--- config.mk ---
export PLATFORM = sky130hd
export DESIGN_NAME = scroll_sequencer
export DESIGN_NICKNAME = d
export VERILOG_FILES = /design/src/rtl/scroll_sequencer.sv
export SDC_FILE = /design/constraint.sdc
export NUM_CORES = 1
export LEC_CHECK = 0
export ABC_AREA = 1
export ABC_CLOCK_PERIOD_IN_PS = 3400
export BUFFER_PORTS_ARGS = -buffer_cell sky130_fd_sc_hd__clkbuf_2
export CORE_MARGIN = 3
export CORE_UTILIZATION = 60
export CTS_BUF_LIST = sky130_fd_sc_hd__clkbuf_4
export DETAILED_ROUTE_END_ITERATION = 16
export PLACE_DENSITY = 0.81
export SYNTH_ARGS = -nofsm -noshare
export SYNTH_HDL_FRONTEND = slang
export SYNTH_SLANG_ARGS = --single-unit
--- constraint.sdc ---
create_clock -name MAX10_CLK1_50 -period 3.4 [get_ports MAX10_CLK1_50]
set_clock_uncertainty 0.2 [all_clocks]
set_input_delay 0.17 -clock MAX10_CLK1_50 [delete_from_list [all_inputs] [get_ports MAX10_CLK1_50]]
set_output_delay 0.17 -clock MAX10_CLK1_50 [all_outputs]
set_load 0.03 [all_outputs]
--- src/rtl/scroll_sequencer.sv ---
// rtl/scroll_sequencer.sv - step-rate divider, index, message, direction and pause control for the HEX5..HEX0 scroller
module scroll_sequencer #(
  parameter  int CLK_HZ  = 50_000_000,
  parameter  int STEP_HZ = 2,
  parameter  int NUM_MSG = 4,
  parameter  int MAX_LEN = 32,
  localparam int IDX_W   = $clog2(MAX_LEN),
  localparam int SEL_W   = $clog2(NUM_MSG)
) (
  input  logic             MAX10_CLK1_50,
  input  logic             rst,
  input  logic             start,
  input  logic             stop,
  input  logic             pause,
  input  logic             dir,
  input  logic             oneshot,
  input  logic [SEL_W-1:0] msg_sel,
  input  logic [IDX_W:0]   msg_len,
  output logic [SEL_W-1:0] msg_id,
  output logic [IDX_W-1:0] index,
  output logic             step,
  output logic             wrap,
  output logic             done,
  output logic             busy
);

  localparam int DIV   = CLK_HZ / STEP_HZ;
  localparam int DIV_W = (DIV > 2) ? $clog2(DIV) : 1;
  localparam logic [DIV_W-1:0] DIV_LAST = DIV_W'(DIV - 1);
  localparam logic [IDX_W:0]   MAX_L    = (IDX_W + 1)'(MAX_LEN);

  typedef enum logic [1:0] {
    S_IDLE,
    S_RUN,
    S_PAUSED,
    S_SWITCH
  } state_t;

  state_t           state, state_nx;
  logic [DIV_W-1:0] divcnt, divcnt_nx;
  logic [IDX_W-1:0] index_nx;
  logic [SEL_W-1:0] msg_id_nx;
  logic             step_nx, wrap_nx, done_nx;

  logic [IDX_W:0]   eff_len;
  logic [IDX_W-1:0] last_idx;
  logic             at_div_last;
  logic             overrun;
  logic             move;
  logic             wrap_evt;
  logic [IDX_W-1:0] idx_new;

  // A zero-length message still occupies one position; oversize lengths clamp to the buffer.
  always_comb begin
    eff_len = msg_len;
    if (msg_len == '0) begin
      eff_len = (IDX_W + 1)'(1);
    end else if (msg_len > MAX_L) begin
      eff_len = MAX_L;
    end
  end

  assign last_idx    = IDX_W'(eff_len - 1'b1);
  assign at_div_last = (divcnt == DIV_LAST);
  assign overrun     = (index > last_idx);

  // Index movement for a RUN cycle: a shrunk message realigns immediately, otherwise the divider decides.
  always_comb begin
    move     = 1'b0;
    wrap_evt = 1'b0;
    idx_new  = index;
    if (overrun) begin
      move     = 1'b1;
      wrap_evt = 1'b1;
      idx_new  = dir ? last_idx : '0;
    end else if (at_div_last) begin
      move = 1'b1;
      if (!dir) begin
        if (index == last_idx) begin
          wrap_evt = 1'b1;
          idx_new  = '0;
        end else begin
          idx_new = index + 1'b1;
        end
      end else begin
        if (index == '0) begin
          wrap_evt = 1'b1;
          idx_new  = last_idx;
        end else begin
          idx_new = index - 1'b1;
        end
      end
    end
  end

  always_comb begin
    state_nx  = state;
    divcnt_nx = divcnt;
    index_nx  = index;
    msg_id_nx = msg_id;
    step_nx   = 1'b0;
    wrap_nx   = 1'b0;
    done_nx   = 1'b0;

    if (stop) begin
      state_nx  = S_IDLE;
      index_nx  = '0;
      divcnt_nx = '0;
    end else begin
      case (state)
        S_IDLE: begin
          index_nx  = '0;
          divcnt_nx = '0;
          if (start) begin
            state_nx  = S_SWITCH;
            msg_id_nx = msg_sel;
          end
        end

        // msg_id changed on entry, so msg_len already describes the new message here.
        S_SWITCH: begin
          divcnt_nx = '0;
          index_nx  = dir ? last_idx : '0;
          state_nx  = S_RUN;
        end

        // A PAUSED cycle with pause released behaves as a RUN cycle so the held count resumes at once.
        S_RUN, S_PAUSED: begin
          if (pause) begin
            state_nx = S_PAUSED;
          end else if (msg_sel != msg_id) begin
            state_nx  = S_SWITCH;
            msg_id_nx = msg_sel;
            divcnt_nx = '0;
          end else begin
            state_nx  = S_RUN;
            divcnt_nx = at_div_last ? '0 : divcnt + 1'b1;
            if (move) begin
              if (wrap_evt && oneshot) begin
                state_nx = S_IDLE;
                index_nx = '0;
                done_nx  = 1'b1;
              end else begin
                index_nx = idx_new;
                step_nx  = 1'b1;
                wrap_nx  = wrap_evt;
              end
            end
          end
        end

        default: begin
          state_nx = S_IDLE;
          index_nx = '0;
        end
      endcase
    end
  end

  always_ff @(posedge MAX10_CLK1_50) begin
    if (rst) begin
      state  <= S_IDLE;
      divcnt <= '0;
      index  <= '0;
      msg_id <= '0;
      step   <= 1'b0;
      wrap   <= 1'b0;
      done   <= 1'b0;
      busy   <= 1'b0;
    end else begin
      state  <= state_nx;
      divcnt <= divcnt_nx;
      index  <= index_nx;
      msg_id <= msg_id_nx;
      step   <= step_nx;
      wrap   <= wrap_nx;
      done   <= done_nx;
      busy   <= (state_nx != S_IDLE);
    end
  end

endmodule

==> flow_metrics.env, run 1 <==
export IMPL_outcome="finished, final reports clean"
export IMPL_cap_viol_max_count=0
export IMPL_finalWirelength_mm=5.37
export IMPL_yosysTopAreaCell="dfxtp_1"
export IMPL_final_period_utilization=0.794
export IMPL_clkTransAtPathRegs_ps=120
export IMPL_worstSetupStartpointType="register"
export IMPL_tritoncts_num_buffers=5
export IMPL_drtPass1Iterations=4
export IMPL_worst_path_max_fanout=7
export IMPL_drt_iter0_drc=154
export IMPL_ys_ff_latch=38
export IMPL_dieHeight_um=70.8
export IMPL_muxShareOfSynthArea=0
export IMPL_post_cts_sizing=0
export IMPL_crit_path_end_kind="register"
export IMPL_drt_drc_violations_left=0
export IMPL_cp_data_arrival_time_ps=2780
export IMPL_cts_num_sinks=38
export IMPL_synth_top_cells_by_area="dfxtp_1 30%, nand2_1 13%, nor2_1 6.8%"
export IMPL_synth_avg_cell_area_um2=6.84
export IMPL_post_synthesis_share_of_cell_area_spent_on_xor_and_xnor_gates=0.0451
export IMPL_layout_min_cycle_time_ps=2700
export IMPL_synthesis_instances=369
export IMPL_final_layout_size_suffix_gt1_frac=0.167
export IMPL_fin_setup_tns_ps=0
export IMPL_initial_core_util=0.655
export IMPL_post_drt_wl_per_cell_um=11.8
export IMPL_dp_final_hpwl_mm=4.16
export IMPL_flow_area_growth_from_synthesis_pct=12.2
export IMPL_max_clock_freq_mhz=370
export IMPL_grt_use_total=0.225
export IMPL_path_class="register to register"
export IMPL_yosysWarningCount=0
export IMPL_cts_hold_buffers_added=8
export IMPL_synthDistinctLibCells=39
export IMPL_floorplan_core_area_um2=3850
export IMPL_sequential_cell_area_um2=761
export IMPL_most_common_cell_in_the_synthesized_netlist="nand2_1"
export IMPL_route_detailed_vias_per_inst=5.35
export IMPL_hold_path_cell_count=7
export IMPL_grt_start_max_net_pins=15
export IMPL_die_w_um=70.8
export IMPL_grt_first_pass_wirelength_mm=9.36
export IMPL_routabilityCongestion=0.884
export IMPL_post_synth_edffs=0
export IMPL_worst_hold_path_endpoint="state[0]"
export IMPL_synthesized_area_fraction_occupied_by_ao_oa_aoi_and_oai_cells=0.0972
export IMPL_power_ir_vdd_worst_uv=222
export IMPL_synthesis_area_um2=2520
export IMPL_setup_repair_after_global_routing_missed_its_margin="false"
export IMPL_largest_family_of_logic_cells_by_synthesized_area="simple AND/OR/NAND/NOR gates"
export IMPL_leakage_power_nw=1.23
export IMPL_number_of_levels_in_the_clock_h_tree=2
export IMPL_transition_time_of_the_tightest_slew_check_pin_ps=615
export IMPL_io_pins=26
export IMPL_synthesis_nets=394
export IMPL_detailroute_via_count=2435
export IMPL_synth_fa_ha_area_frac=0.0496
export IMPL_reg2reg_to="divcnt[22]"
export IMPL_timing_final_hold_violations=0
export IMPL_hold_path_startpoint="msg_sel[1]"
export IMPL_finalPower_mw=0.840
export IMPL_synth_seq_area_share=0.302
export IMPL_hold_path_class="input pin to register"
export IMPL_synth_flop_cell="dfxtp_1"
export IMPL_synth_top_area_frac=0.302
export IMPL_antenna_left=0
export IMPL_async_reset_ff_frac=0
export IMPL_final_number_of_setup_violating_endpoints=0
export IMPL_final_core_utilization=0.734
export IMPL_number_of_buffers_added_on_ports=25
export IMPL_clock_path_buffers=2
export IMPL_fillCellCount=330
export IMPL_multi_input_area_um2=1580
export IMPL_timing_reg2reg_setup_slack_ps=700
export IMPL_antenna_found_initial=0
export IMPL_clock_insertion_delay_at_the_later_pin_of_the_skew_report_ps=350
export IMPL_post_cts_buffers=0
export IMPL_logic_depth_of_the_worst_register_to_register_path=13
export IMPL_clk_root_buffer_cell="clkbuf_4"
export IMPL_synth_cells_most_frequent="88 x nand2_1, 46 x nor2_1, 40 x inv_1"
export IMPL_grt_pass1_vias=2260
export IMPL_timing_critical_path_required_ps=3470
export IMPL_row_count=22
export IMPL_tritoncts="yes"
export IMPL_fraction_of_the_mapped_netlist_area_in_simple_logic_gates=0.433
export IMPL_timing_critical_path_from="state[0]"
export IMPL_antenna_cells_inserted=0
export IMPL_grt_remaining_overflow=0
export IMPL_reg2reg_from="state[0]"
export IMPL_fp_dieArea_um2=5020
export IMPL_timing_slew_headroom=0.586
export IMPL_cellPowerDensity_nw_per_um2=297
export IMPL_num_nets_final=431
export IMPL_drv_slew=0
-- worst max path at each step --
stage,endpoint,slack [ps],cells after the start
finish,divcnt[22],700,13
global route,index[0],480,20
CTS,divcnt[24],760,15
detailed placement,index[1],420,19
global placement,index[1],510,19
floorplan,index[0],830,18
-- layout by cell type, fill, tap and decap left out, types with 3 or more instances in the layout --
| cell type | synthesis | layout |
|---|---|---|
| dfxtp_1 | 38 | 38 |
| xor2_1 | 7 | 7 |
| nor3b_1 | 5 | 5 |
| or2_2 | 3 | 3 |
| nor4_1 | 7 | 7 |
| o21ai_0 | 7 | 7 |
| nand2_1 | 88 | 88 |
| nor2_4 | 5 | 5 |
| inv_1 | 40 | 40 |
| ha_1 | 10 | 10 |
| nand2_2 | 8 | 8 |
| a21oi_1 | 18 | 18 |
| o21bai_1 | 5 | 5 |
| dlygate4sd3_1 | 0 | 8 |
| clkbuf_2 | 0 | 25 |
| nand3_1 | 24 | 24 |
| nand2_4 | 3 | 3 |
| clkbuf_4 | 0 | 5 |
| nor2_1 | 46 | 46 |
| nand4_1 | 7 | 7 |
| nor3_1 | 13 | 13 |
| xnor2_1 | 6 | 6 |
-- routing by layer --
metal  GRT usage  vias to the layer above  wire (um)
li1            -                     1281          -
met1       0.271                     1104       2420
met2       0.406                       43       2680
met3      0.0440                        7        211
met4      0.0626                        0         56
met5           0                        -          0
-- metrics by stage --
step / instances / hold WS [ps] / cell area [um^2] / setup WS, ps
detailed placement: 439 / 181 / 2700 / 424
floorplan: 369 / 39.1 / 2520 / 827
CTS: 455 / 137 / 2830 / 757
global placement: 439 / 175 / 2700 / 514
global route: 455 / 175 / 2830 / 476
finish: 455 / 142 / 2830 / 699
-- power by group --
group / switching (mW) / internal, mW / total [mW] / leakage (nW)
sequential: 0.00489 / 0.451 / 0.456 / 0.307
combinational: 0.102 / 0.0583 / 0.160 / 0.893
clock: 0.147 / 0.0769 / 0.224 / 0.0286
-- area by class of cell --
cell class                 instances  share of cell area
timing repair buffer              34              0.0752
inverter                          44              0.0592
sequential                        38               0.269
multi-input combinational        283               0.557
clock inverter                     3             0.00575
tap                               48              0.0212
clock buffer                       5              0.0133
-- kinds of logic after synthesis --
group           after synthesis
simple gates                219
buf+inv                      48
compound gates               41
flops                        38
xor+xnor                     13
fa+ha+maj                    10
-- worst max-delay path, cell delays in order, from the launching register on --
cell,delay [ps]
dfxtp_1,380
inv_1,70
ha_1,400
nand2_4,130
inv_4,70
nor2_4,100
nand2_2,70
nor2_4,110
nand2_4,80
nor2_4,100
nand2_2,90
nor4_1,490
a21oi_1,140
nor3_1,190
-- registers in the layout (all words and copies together), names as in the netlist --
register,count
divcnt,25
wrap,1
msg_id,2
state,2
index,5
done,1
busy,1
step,1
(Power assumes the default switching activity.)
==> run 2, diff against run 1 <==
- ABC_CLOCK_PERIOD_IN_PS: 3400 -> 2800
- clock period: 3.4 -> 2.8 ns (I/O delays scaled with it)
==> flow_metrics.env, run 2 (synthesis results as in run 1) <==
export IMPL_outcome="finished, final reports clean"
export IMPL_dieHeight_um=70.8
export IMPL_drtPass1Iterations=4
export IMPL_timing_slew_headroom=0.703
export IMPL_drv_slew=0
export IMPL_tritoncts_num_buffers=5
export IMPL_leakage_power_nw=1.30
export IMPL_tritoncts="yes"
export IMPL_io_pins=26
export IMPL_final_cell_mix="88 x nand2_1, 45 x nor2_1, 40 x inv_1, 37 x dfxtp_1, 25 x clkbuf_2"
export IMPL_detailroute_via_count=2475
export IMPL_worst_path_max_fanout=7
export IMPL_cap_viol_max_count=0
export IMPL_route_detailed_vias_per_inst=5.32
export IMPL_grt_start_max_net_pins=26
export IMPL_clock_path_buffers=2
export IMPL_pre_cts_slack_ps=59.3
export IMPL_transition_time_of_the_tightest_slew_check_pin_ps=442
export IMPL_most_frequent_standard_cell_in_the_layout_excluding_fill_and_tap_cells="nand2_1"
export IMPL_logic_depth_of_the_worst_register_to_register_path=15
export IMPL_finalWirelength_mm=5.49
export IMPL_fillCellCount=288
export IMPL_fin_setup_tns_ps=0
export IMPL_timing_final_hold_violations=0
export IMPL_power_ir_vdd_worst_uv=228
export IMPL_setup_repair_after_global_routing_missed_its_margin="false"
export IMPL_largest_register="divcnt"
export IMPL_cts_num_sinks=38
export IMPL_num_nets_final=442
export IMPL_sequential_cell_area_um2=762
export IMPL_hold_path_class="input pin to register"
export IMPL_largest_register_ff_count=25
export IMPL_final_number_of_setup_violating_endpoints=0
export IMPL_fp_dieArea_um2=5020
export IMPL_largest_registers="divcnt: 25 flops, index: 5 flops"
export IMPL_post_drt_wl_per_cell_um=11.8
export IMPL_timing_critical_path_required_ps=2830
export IMPL_crit_path_end_kind="register"
export IMPL_grt_remaining_overflow=0
export IMPL_die_w_um=70.8
export IMPL_post_cts_buffers=0
export IMPL_hold_path_cell_count=7
export IMPL_number_of_buffers_added_on_ports=25
export IMPL_antenna_found_initial=0
export IMPL_worstSetupStartpointType="register"
export IMPL_routabilityCongestion=0.914
export IMPL_row_count=22
export IMPL_antenna_cells_inserted=0
export IMPL_clk_root_buffer_cell="clkbuf_4"
export IMPL_flow_area_growth_from_synthesis_pct=17.4
export IMPL_drt_drc_violations_left=0
export IMPL_cp_data_arrival_time_ps=2650
export IMPL_number_of_levels_in_the_clock_h_tree=2
export IMPL_clkTransAtPathRegs_ps=120
export IMPL_final_layout_size_suffix_gt1_frac=0.194
export IMPL_floorplan_core_area_um2=3850
export IMPL_setup_slack_ps=182
export IMPL_grt_first_pass_wirelength_mm=9.74
export IMPL_multi_input_area_um2=1600
export IMPL_cellPowerDensity_nw_per_um2=379
export IMPL_max_clock_freq_mhz=382
export IMPL_grt_pass1_vias=2318
export IMPL_grt_use_total=0.234
export IMPL_clock_insertion_delay_at_the_later_pin_of_the_skew_report_ps=350
export IMPL_path_class="register to register"
export IMPL_dp_final_hpwl_mm=4.27
export IMPL_initial_core_util=0.655
export IMPL_final_period_utilization=0.935
export IMPL_drt_iter0_drc=151
export IMPL_antenna_left=0
export IMPL_layout_min_cycle_time_ps=2620
-- run 2: worst max-delay path, stage by stage (launching register included) --
cell	delay [ps]
dfxtp_2	340
inv_1	120
ha_4	230
nand2_4	90
inv_4	60
nor2_4	100
nand2_2	70
nor2_4	110
nand2_4	80
nor2_4	100
nand2_2	90
nor3_4	270
nand4_4	150
nor3_4	260
and3_1	200
nor3_2	40
-- run 2: worst paths after layout --
| check | from | to | slack (ps) |
|---|---|---|---|
| min reg2reg | divcnt[0] | divcnt[0] | 290 |
| max | state[0] | divcnt[24] | 180 |
| max reg2reg | state[0] | divcnt[24] | 180 |
| min | msg_sel[1] | state[0] | 130 |
-- run 2: metrics by stage --
stage / util / power, mW / hold slack (ps) / std cells / instance area (um^2)
after detailed placement: 0.719 / 0.756 / 146 / 449 / 2770
after floorplan: - / 0.701 / 9.07 / 369 / 2520
final: 0.769 / 1.12 / 127 / 465 / 2960
after global placement: 0.719 / 0.753 / 137 / 449 / 2770
after global routing: 0.769 / 1.18 / 177 / 465 / 2960
after CTS: 0.761 / 1.12 / 112 / 465 / 2930
-- run 2: area by class of cell --
class	count	share of cell area
repair buffers	45	0.101
inverters	44	0.0566
clock buffers	5	0.0127
clock inverters	2	0.0114
multi-input cells	283	0.541
flip-flops and latches	38	0.257
well taps	48	0.0203
-- run 2: power by group --
part / switching, mW / leakage (nW) / internal, mW / total, mW
registers: 0.00496 / 0.307 / 0.548 / 0.553
logic: 0.127 / 0.958 / 0.0812 / 0.209
clock network: 0.179 / 0.0387 / 0.181 / 0.360
-- run 2: repair_timing --
| item | 4_1_cts | 5_1_grt |
|---|---|---|
| gates resized for setup | 0 | 5 |
| hold buffers | 9 | 0 |
| endpoints found under the setup margin | 0 | 2 |
| hold endpoints to repair | 10 | 0 |
-- run 2: layer usage --
layer | wire, um | track usage | up-vias
met3 | 196 | 0.0384 | 13
met5 | 0 | 0 | -
met4 | 107 | 0.0752 | 0
met2 | 2730 | 0.410 | 48
li1 | - | - | 1302
met1 | 2450 | 0.292 | 1112
==> run 3, diff against run 2 <==
- CORE_ASPECT_RATIO: unset -> 0.7
==> flow_metrics.env, run 3 (synthesis results as in run 1) <==
export IMPL_route_detailed_vias_per_inst=5.53
export IMPL_setup_slack_ps=190
export IMPL_critical_path_max_stage_delay_ps=580
export IMPL_drt_drc_violations_left=0
export IMPL_timing_critical_path_cells="clkbuf_2 > nor2_1 > nand3_1 > nand2_1 > inv_1 > ha_1 > xnor2_2 > ha_1 > nand2_1 > nor2_1 > a211o_1 > nand3_1 > nand2_2 > nand2_4 > nand2_2 > a21oi_2 > dlygate4sd3_1"
export IMPL_timing_slew_headroom=0.675
export IMPL_grt_pass1_vias=2322
export IMPL_max_clock_freq_mhz=383
export IMPL_tritoncts_num_buffers=5
export IMPL_io_pins=26
export IMPL_most_frequent_standard_cell_in_the_layout_excluding_fill_and_tap_cells="nand2_1"
export IMPL_power_ir_vdd_worst_uv=347
export IMPL_outcome="finished, final reports clean"
export IMPL_cp_data_arrival_time_ps=2700
export IMPL_path_class="input pin to register"
export IMPL_largest_register="divcnt"
export IMPL_transition_time_of_the_tightest_slew_check_pin_ps=483
export IMPL_clkTransAtPathRegs_ps=110
export IMPL_fp_dieArea_um2=5030
export IMPL_pre_cts_slack_ps=-18.2
export IMPL_final_cell_mix="88 x nand2_1, 45 x nor2_1, 40 x inv_1, 38 x dfxtp_1, 25 x clkbuf_2"
export IMPL_clk_root_buffer_cell="clkbuf_4"
export IMPL_detailroute_via_count=2599
export IMPL_layout_min_cycle_time_ps=2610
export IMPL_timing_critical_path_required_ps=2890
export IMPL_hold_path_class="input pin to register"
export IMPL_drt_iter0_drc=215
export IMPL_number_of_levels_in_the_clock_h_tree=2
export IMPL_cts_num_sinks=38
export IMPL_worst_path_max_fanout=3
export IMPL_floorplan_core_area_um2=3970
export IMPL_final_period_utilization=0.932
export IMPL_grt_first_pass_wirelength_mm=10.8
export IMPL_final_layout_size_suffix_gt1_frac=0.199
export IMPL_largest_register_ff_count=25
export IMPL_grt_start_max_net_pins=14
export IMPL_tritoncts="yes"
export IMPL_cap_viol_max_count=0
export IMPL_clock_path_buffers=2
export IMPL_antenna_found_initial=0
export IMPL_drtPass1Iterations=5
export IMPL_post_drt_wl_per_cell_um=13.3
export IMPL_crit_buf_inv=3
export IMPL_final_number_of_setup_violating_endpoints=0
export IMPL_crit_path_end_kind="register"
export IMPL_row_count=19
export IMPL_finalWirelength_mm=6.24
export IMPL_num_nets_final=442
export IMPL_drv_slew=0
export IMPL_final_core_utilization=0.748
export IMPL_grt_remaining_overflow=0
export IMPL_leakage_power_nw=1.31
export IMPL_setup_repair_after_global_routing_missed_its_margin="false"
export IMPL_dieHeight_um=60.2
export IMPL_largest_registers="divcnt: 25 flops, index: 5 flops"
export IMPL_grt_use_total=0.264
export IMPL_clock_insertion_delay_at_the_later_pin_of_the_skew_report_ps=340
export IMPL_timing_final_hold_violations=0
export IMPL_die_w_um=83.5
export IMPL_dp_final_hpwl_mm=4.67
export IMPL_antenna_left=0
export IMPL_antenna_cells_inserted=0
export IMPL_timing_reg2reg_setup_slack_ps=200
export IMPL_flow_area_growth_from_synthesis_pct=17.8
export IMPL_initial_core_util=0.635
export IMPL_cp_top_family="buffers and inverters"
export IMPL_cellPowerDensity_nw_per_um2=384
export IMPL_number_of_buffers_added_on_ports=25
export IMPL_crit_slowest_cell="dlygate4sd3_1"
export IMPL_worstSetupStartpointType="input pin"
export IMPL_routabilityCongestion=0.917
[run 3: per-layer routing]
metal	GRT usage	vias to the layer above	wire (um)	share of wire
met4	0.0665	0	48	0.0077
met2	0.384	126	2480	0.40
met1	0.385	1169	3120	0.50
met3	0.0702	7	588	0.094
met5	0	-	0	0
li1	-	1297	-	-
[run 3: worst min-delay path, cell delays in order]
cell      delay (ps)
clkbuf_2         110
xnor2_1           60
nand2_1           90
o21ai_1           90
nand2_1           70
nand2_1           70
inv_1             50
[run 3: final cells by class]
cell class | instances | area [um^2]
Clock buffer | 5 | 37.5
Clock inverter | 3 | 40.0
Fill cell | 310 | 1000
Inverter | 44 | 168
Multi-Input combinational cell | 283 | 1600
Sequential cell | 38 | 761
Tap cell | 52 | 65.1
Timing Repair Buffer | 45 | 298
[run 3: per-stage QoR]
stage | total power, mW | hold WS (ps) | cell area [um^2] | std cells | TNS, ps
after floorplan | 0.701 | 9.07 | 2520 | 369 | 0
after global placement | 0.757 | 136 | 2780 | 453 | 0
after detailed placement | 0.760 | 136 | 2780 | 453 | -62.3
after CTS | 1.14 | 133 | 2940 | 470 | 0
after global routing | 1.19 | 169 | 2970 | 470 | 0
final | 1.14 | 171 | 2970 | 470 | 0
[run 3: worst paths after layout]
check / endpoint / start / cells after the start
max: step / msg_len[5] / 17
min: state[0] / msg_sel[0] / 7
max reg2reg: divcnt[24] / state[0] / 15
min reg2reg: divcnt[0] / divcnt[0] / 2
[run 3: where the power goes]
| group | switching, mW | internal (mW) | total, mW |
|---|---|---|---|
| sequential | 0.00559 | 0.548 | 0.554 |
| clock | 0.188 | 0.185 | 0.373 |
| combinational | 0.134 | 0.0806 | 0.215 |
| total | 0.328 | 0.814 | 1.14 |
[run 3: repair_timing]
| action | 4_1_cts | 5_1_grt |
|---|---|---|
| hold endpoints to repair | 10 | 0 |
| gates resized for setup | 0 | 5 |
| setup buffers | 0 | 0 |
| hold buffers | 9 | 0 |
| setup endpoints to repair | 0 | 3 |
